$ cat src/rtl/shift_sched_pkg.sv
// Shared constants for the shift scheduler: FSM encodings, per-pass shift
// limit and the default operand/shift-amount widths.
package shift_sched_pkg;

    localparam int OPERAND_WIDTH_DEF = 16;
    localparam int SHAMT_WIDTH_DEF   = 5;

    // The barrel shifter takes a 4-bit amount, so one pass moves at most 15 bits.
    localparam int               PASS_W   = 4;
    localparam logic [PASS_W-1:0] MAX_PASS = 4'd15;

    localparam logic [1:0] ST_IDLE  = 2'd0;
    localparam logic [1:0] ST_SHIFT = 2'd1;
    localparam logic [1:0] ST_DONE  = 2'd2;

endpackage

$ cat src/rtl/shift_right_arthimetic.sv
// Combinational arithmetic-right barrel shifter; vacated bits take the
// operand's sign bit.
module shift_right_arthimetic
    import shift_sched_pkg::*;
#(
    parameter int WIDTH     = OPERAND_WIDTH_DEF,
    parameter int AMT_WIDTH = PASS_W
) (
    input  logic [WIDTH-1:0]     operand,
    input  logic [AMT_WIDTH-1:0] amount,
    output logic [WIDTH-1:0]     result
);

    logic signed [WIDTH-1:0] operand_s;
    logic signed [WIDTH-1:0] result_s;

    assign operand_s = operand;
    assign result_s  = operand_s >>> amount;
    assign result    = result_s;

endmodule

$ cat src/rtl/shift_sched.sv
// Two-requester round-robin scheduler feeding a multi-pass arithmetic right
// shifter; one operation in flight, result held until the consumer takes it.
module shift_sched
    import shift_sched_pkg::*;
#(
    parameter int OPERAND_WIDTH = OPERAND_WIDTH_DEF,
    parameter int SHAMT_WIDTH   = SHAMT_WIDTH_DEF
) (
    input  logic                     clk,
    input  logic                     rst,
    input  logic                     req0_valid,
    output logic                     req0_ready,
    input  logic [OPERAND_WIDTH-1:0] req0_data,
    input  logic [SHAMT_WIDTH-1:0]   req0_shamt,
    input  logic                     req1_valid,
    output logic                     req1_ready,
    input  logic [OPERAND_WIDTH-1:0] req1_data,
    input  logic [SHAMT_WIDTH-1:0]   req1_shamt,
    output logic                     out_valid,
    input  logic                     out_ready,
    output logic [OPERAND_WIDTH-1:0] out_data,
    output logic                     out_id,
    output logic                     busy
);

    logic [1:0]               state;
    logic [OPERAND_WIDTH-1:0] opnd;
    logic [SHAMT_WIDTH-1:0]   remaining;
    logic                     id;
    logic                     last;

    logic                     grant_any;
    logic                     grant_id;
    logic [PASS_W-1:0]        pass;
    logic [SHAMT_WIDTH-1:0]   remaining_next;
    logic [OPERAND_WIDTH-1:0] shifted;

    // With both requesters valid, the one not granted last wins.
    always_comb begin
        grant_any = (state == ST_IDLE) && (req0_valid || req1_valid);
        grant_id  = (req0_valid && req1_valid) ? ~last : req1_valid;
    end

    assign req0_ready = grant_any && !grant_id;
    assign req1_ready = grant_any &&  grant_id;

    assign pass           = (remaining > SHAMT_WIDTH'(MAX_PASS)) ? MAX_PASS
                                                                 : remaining[PASS_W-1:0];
    assign remaining_next = remaining - SHAMT_WIDTH'(pass);

    shift_right_arthimetic #(
        .WIDTH     (OPERAND_WIDTH),
        .AMT_WIDTH (PASS_W)
    ) u_shifter (
        .operand (opnd),
        .amount  (pass),
        .result  (shifted)
    );

    always_ff @(posedge clk) begin
        if (rst) begin
            state     <= ST_IDLE;
            opnd      <= '0;
            remaining <= '0;
            id        <= 1'b0;
            last      <= 1'b1;
        end else begin
            case (state)
                ST_IDLE: begin
                    if (grant_any) begin
                        opnd      <= grant_id ? req1_data  : req0_data;
                        remaining <= grant_id ? req1_shamt : req0_shamt;
                        id        <= grant_id;
                        last      <= grant_id;
                        state     <= ST_SHIFT;
                    end
                end
                // A zero shift amount still spends one pass here.
                ST_SHIFT: begin
                    opnd      <= shifted;
                    remaining <= remaining_next;
                    if (remaining_next == '0) state <= ST_DONE;
                end
                ST_DONE: begin
                    if (out_ready) state <= ST_IDLE;
                end
                default: state <= ST_IDLE;
            endcase
        end
    end

    assign out_valid = (state == ST_DONE);
    assign out_data  = opnd;
    assign out_id    = id;
    assign busy      = (state != ST_IDLE);

endmodule

$ cat config.mk
export PLATFORM = sky130hd
export DESIGN_NAME = shift_sched
export DESIGN_NICKNAME = d
export VERILOG_FILES = /design/src/rtl/shift_sched_pkg.sv /design/src/rtl/shift_right_arthimetic.sv /design/src/rtl/shift_sched.sv
export SDC_FILE = /design/constraint.sdc
export NUM_CORES = 1
export LEC_CHECK = 0
export CORE_MARGIN = 10
export CORE_UTILIZATION = 50
export CTS_BUF_LIST = sky130_fd_sc_hd__clkbuf_4
export DETAILED_ROUTE_END_ITERATION = 8
export GPL_ROUTABILITY_DRIVEN = 0
export PLACE_DENSITY = 0.83
export SETUP_SLACK_MARGIN = 0.15
export SYNTH_ARGS = -nofsm -noshare
export SYNTH_HDL_FRONTEND = slang
export SYNTH_SLANG_ARGS = --single-unit
$ cat constraint.sdc
create_clock -name clk -period 2.1 [get_ports clk]
set_input_delay 0.42 -clock clk [delete_from_list [all_inputs] [get_ports clk]]
set_output_delay 0.42 -clock clk [all_outputs]
set_load 0.02 [all_outputs]
# Yosys cells after proc, flatten, opt, wreduce, memory -nomap -nowiden
# Index checks and enable logic that the tools add are counted.
[classes]
n_eq_ne = 5
shift = 1
n_bitwise = 1
n_addsub = 1
muxes = 12
order_cmp = 1
reduce_logical = 13
[ops]
columns = ["op", "n"]
rows = [
  ["2-to-1 mux 16 bit", 2],
  ["one-hot mux 16 bit (2 select lines)", 1],
  [">>> shifter 16 x 4 -> 16 bit", 1],
  ["2-to-1 mux 5 bit", 2],
  ["one-hot mux 5 bit (2 select lines)", 1],
  ["2-to-1 mux 2 bit", 3],
  ["one-hot mux 2 bit (3 select lines)", 1],
  ["greater-than comparator 5 x 4 -> 1 bit, second input constant", 1],
  ["zero test 5 bit", 1],
  ["subtractor 5 x 4 -> 5 bit", 1],
  ["logical AND 1 bit", 4],
  ["2-to-1 mux 4 bit", 1],
  ["!= test 2 bit, second input constant", 2],
  ["AND reduction 2 bit", 2],
  ["nonzero test 2 bit", 2],
  ["AND reduction 3 bit", 1],
  ["equality test 2 x 1 -> 1 bit, second input constant", 1],
  ["equality test 2 bit, second input constant", 1],
  ["zero test 2 bit", 1],
  ["!= test 2 x 1 -> 1 bit, second input constant", 1],
  ["zero test 1 bit", 1],
  ["logical OR 1 bit", 1],
  ["2-to-1 mux 1 bit", 1],
  ["NOT 1 bit", 1],
]
[totals]
wordCells = 39
in_bits = 47
ff_bits = 25
output_inout_bits = 21

# Logic depth before layout (Yosys ltp)
[depth]
depth_word = 6
ltp_mapped = 9
ltp_nobuf = 6

# Cells and area by module
# A second synthesis with hierarchy kept.
[hier_totals]
cells_unflattened = 288
area_unflattened_um2 = 2381.0
[by_module_without_submodules]
columns = ["mod", "cells_per_inst", "area_per_inst_um2", "n_inst"]
rows = [
  ["shift_sched", 180, 1475.2, 1],
  ["shift_right_arthimetic", 108, 905.9, 1],
]

# Least setup slack after synthesis
# No wires, ideal clock.
[synth_path]
path_kind = "register to output"
startpoint = "register state[0]"
endpoint = "output port req0_ready"
path_slack_ps = 238
n_path_buf = 2
t_arrival_ps = 1442
path_stages_with_launch = 6
cell_sequence = "dfxtp_1 or2_1 buf_2 or2_4 buf_2 nor2_1"
[synth_between]
elab_chain_cells = 3
[synth_lines]
columns = ["item", "line", "rtl"]
rows = [
  ["start: declaration", "shift_sched.sv:26", "logic [1:0] state;"],
  ["start signal: assignment", "shift_sched.sv:62", "state <= ST_IDLE;"],
  ["start signal: assignment", "shift_sched.sv:75", "state <= ST_SHIFT;"],
  ["start signal: assignment", "shift_sched.sv:82", "if (remaining_next == '0) state <= ST_DONE;"],
  ["zero test 2 bit", "shift_sched.sv:40", "grant_any = (state == ST_IDLE) && (req0_valid || req1_valid);"],
  ["logical AND 1 bit", "shift_sched.sv:40", ""],
  ["logical AND 1 bit", "shift_sched.sv:44", "assign req0_ready = grant_any && !grant_id;"],
  ["end: declaration", "shift_sched.sv:12", "output logic req0_ready,"],
]
# Every way passes these cells.

# Worst setup path in the final report
# Ends and elaborated chain as after synthesis.

==> results summary <==
After the flow finishes, the layout carries non-filler instances totaling 455. Counting cells, the worst reg-to-reg path comes to 7. The period utilization came out at 92.8%. The number of endpoints with negative hold slack in the final report came out at 0. The number of distinct library cells after synthesis is 61. The summed negative setup slack over all endpoints came out at 0 ns. The register clock-pin slew on the reported worst setup and hold paths is 0.14 ns.

The post-synthesis cell type with the largest combined area is dfxtp_1. The deepest level of the CTS H-tree is 1. The count of standard-cell rows is 25.

After synthesis, the cell types taking the most area are dfxtp_1, nand2_1, mux2i_1. After global routing the overflow that remains totals 0. In this run the deepest clock path goes through 2 buffers.

TritonCTS built the clock tree. The total nets after synthesis came out at 373. The number of I/O port buffers came out at 67. The synthesized cell area came out at 2400 µm². In this run the critical register-to-register path is captured at out_data[0]$_SDFFE_PP0P_. The count of flip-flops with a built-in enable after synthesis is 0. After detailed placement, the design holds a cell count of 451. The final critical-path setup slack came out at 0.152 ns.

Setup violations remaining at the end of the flow were counted as 0. The total met2 wirelength after detailed routing is 3850 µm. The source-to-sink clock delay at the later pin of the worst-skew pair came out at 0.34 ns. Dividing the detail-routed wire length by the instance count gives 19.3 µm. The post-detailed-route DRC marker count is 0. For this run, the total global-route usage over all layers was measured as 22.3%. The run finished with clean final reports. The total power divided by cell area came out at 1250 nW/µm².

The summed area of non-filler cells in the final layout is 3290 µm². The slowest cell on the critical path is dfxtp_1. The post-DP HPWL is 6800 µm. The routed length on met1 is 3550 µm.

Summing all multi-input logic gate instances after layout gives 1690 µm². The clock root buffer master is clkbuf_4. The detailed router used layers up to and including met4. Between clock sinks in the finished design, the worst skew comes to 0.00578 ns. The total CTS buffers is 3. Across all register-to-register paths, the minimum setup slack is 0.21 ns. The flop and latch count out of synthesis came out at 25. Setup repair after global routing could not meet its margin everywhere. The worst slack at placement is -0.341 ns. The count of clock tree sinks came out at 25. Using the TritonRoute via totals, the vias-per-cell ratio works out to 6.52.

The buffers inserted during post-CTS setup optimization came out at 0. The relative area change from synthesis to final layout came out at 37.2%. For the finished layout, the period the worst path requires is 1.95 ns. The leakage power summed over all cells came out at 1.27 nW. The met3 wire length is 1140 µm. Of the post-synthesis cell area, the dominant cell type holds 20.9%. The instance area at placement came out at 3250 µm². The floorplan step defined a die boundary enclosing 7960 µm².

The first-pass iteration count of the detailed router came out at 5. The sequential share of the synthesized area is 20.9%. The final route contains 2968 vias.

The remaining antenna violation count after routing is 0. The number of synthesis warnings is 0. The worst setup path is captured at an output port. Overall power consumption after layout is estimated at 4.11 mW. Entering global routing, the biggest net connects 33 pins. The final max-slew violation count is 0.

The core region is 4690 µm². After filler insertion, the fill cell instance count of the layout stands at 383. The number of maximum-capacitance constraint violations is 0. The worst slew margin relative to its limit is 61.8%.

In this run the worst setup path begins at state[0]$_SDFFE_PP0P_. The most used standard cell by instance count after synthesis is nand2_1. The final layout contains routed wiring with a total length of 8800 µm. The transition time of the tightest slew-check pin is 0.568 ns.

During I/O placement, the number of pins put on the boundary was 68. The worst setup path is of the reg -> out kind. In this run the worst path has a maximum fanout of 2. The footprint of the flip-flops and latches is 514 µm². In this run the horizontal extent of the chip is 89.2 µm. In this run, post-CTS hold repair placed 0 buffers.

The repair_antennas step left the layout with diodes totalling 0. The largest stage delay on the critical path is 0.33 ns. STA classifies the critical path startpoint as a register. The number of global-route vias before repair is 2853.

The worst hold path belongs to the class reg -> reg. The end point of the critical path is req0_ready. The number of nets in the layout is 450.

The initial core utilization is 51.1%. The achievable frequency came out at 513 MHz. The detailed router's first-iteration violation count is 336. The fraction of final layout cells with drive strength greater than 1 is 19.5%. The signal on the critical path passes through or2_1, or2_4, nor2_2, buf_4. The mean post-synth cell area came out at 7.37 µm².

The die boundary height came out at 89.2 µm. The commonest register cell after synthesis is dfxtp_1. The cell count after synthesis came out at 325. The peak supply drop came out at 0.000587 V.

The startpoint identified for the worst register-to-register timing path is state[1]$_SDFFE_PP0P_. The number of antenna violations at the first check in global routing was 0. The endpoint required time on the critical path is 1.68 ns. After synthesis, the share of flip-flops with an asynchronous set or reset is 0%.

STA puts the critical path data arrival time at 1.53 ns. The first global-routing pass estimated 14000 µm of wire. Sorting the synthesized cells by how often they occur yields nand2_1, a21oi_1, dfxtp_1, nor2_1, o21ai_0.
## kinds of logic (layout without fill, tap and decap cells)
kind of cell,Yosys count,count (layout),share of synthesized area [%]
buffers and inverters,38,114,8.67
adder cells (fa/ha/maj),1,1,0.522
multiplexers,24,24,12.4
XOR/XNOR,2,2,0.731
flip-flops,25,25,20.9
AND/OR/NAND/NOR,126,126,24.6
AO/OA/AOI/OAI,109,109,32.2
## power breakdown
group / internal, mW / total, mW / leakage, nW / switching, mW
sequential: 0.649 / 0.963 / 0.211 / 0.313
clock: 0.0879 / 0.248 / 0.0184 / 0.160
combinational: 1.32 / 2.90 / 1.05 / 1.58
## through the flow
stage	hold slack [ns]	utilization, %
3_5_place_dp	0.474	69.2
2_1_floorplan	0.466	-
3_3_place_gp	0.462	69.2
6_report	0.534	70.1
4_1_cts	0.527	69.8
5_1_grt	0.560	70.1
## metal layers
layer | GRT usage (%) | up-vias
li1 | - | 1358
met1 | 27.7 | 1355
met2 | 34.2 | 227
met3 | 7.75 | 28
met4 | 9.10 | 0
met5 | 0 | -
## cells in the final DEF (no fill, tap or decap), drive strengths merged, types with 3 or more instances in the layout
| cell type | count |
|---|---|
| o21ai | 17 |
| dlygate4sd2 | 3 |
| o221ai | 3 |
| o211ai | 5 |
| o2111ai | 4 |
| mux2 | 6 |
| a211oi | 9 |
| clkdlybuf4s50 | 62 |
| a311oi | 5 |
| nand2b | 5 |
| nor2b | 3 |
| inv | 7 |
| mux2i | 14 |
| a221oi | 5 |
| nand3 | 8 |
| a21oi | 26 |
| nor3 | 6 |
| o21a | 3 |
| nand2 | 60 |
| nor2 | 27 |
| and3 | 4 |
| buf | 38 |
| or2 | 4 |
| dfxtp | 25 |
| clkbuf | 4 |
| a31oi | 8 |
| mux4 | 4 |
## worst min path at each step
| stage | slack (ns) | to | startpoint | cells past startpoint |
|---|---|---|---|---|
| floorplan | 0.47 | state[0]$_SDFFE_PP0P_ | state[0]$_SDFFE_PP0P_ | 1 |
| global placement | 0.46 | out_id$_SDFFE_PP0P_ | out_id$_SDFFE_PP0P_ | 2 |
| detailed placement | 0.47 | out_id$_SDFFE_PP0P_ | out_id$_SDFFE_PP0P_ | 2 |
| CTS | 0.53 | out_id$_SDFFE_PP0P_ | out_id$_SDFFE_PP0P_ | 2 |
| global route | 0.56 | out_id$_SDFFE_PP0P_ | out_id$_SDFFE_PP0P_ | 2 |
| finish | 0.53 | out_id$_SDFFE_PP0P_ | out_id$_SDFFE_PP0P_ | 2 |
## sequential cells by signal (all words and copies together), names as in the netlist
signal,count
last,1
state,2
remaining,5
out_id,1
out_data,16
## cell type report
class / count / share of cell area, %
Inverter: 7 / 0.799
Tap cell: 54 / 2.05
Sequential cell: 25 / 15.6
Clock buffer: 4 / 0.913
Timing Repair Buffer: 103 / 29.1
Multi-Input combinational cell: 262 / 51.5
## critical path: cells and delay by family, from the launching register on
family	cells	cell delay [ns]
and+or+nand+nor	3	0.68
DFF	1	0.33
buffers and inverters	1	0.16
## timing repair
item,4_1_cts,5_1_grt
setup endpoints to repair,12,9
cloned,0,0
pin swaps,0,0
resized for setup,18,8
Note: power is estimated with default switching activity, not from simulation.
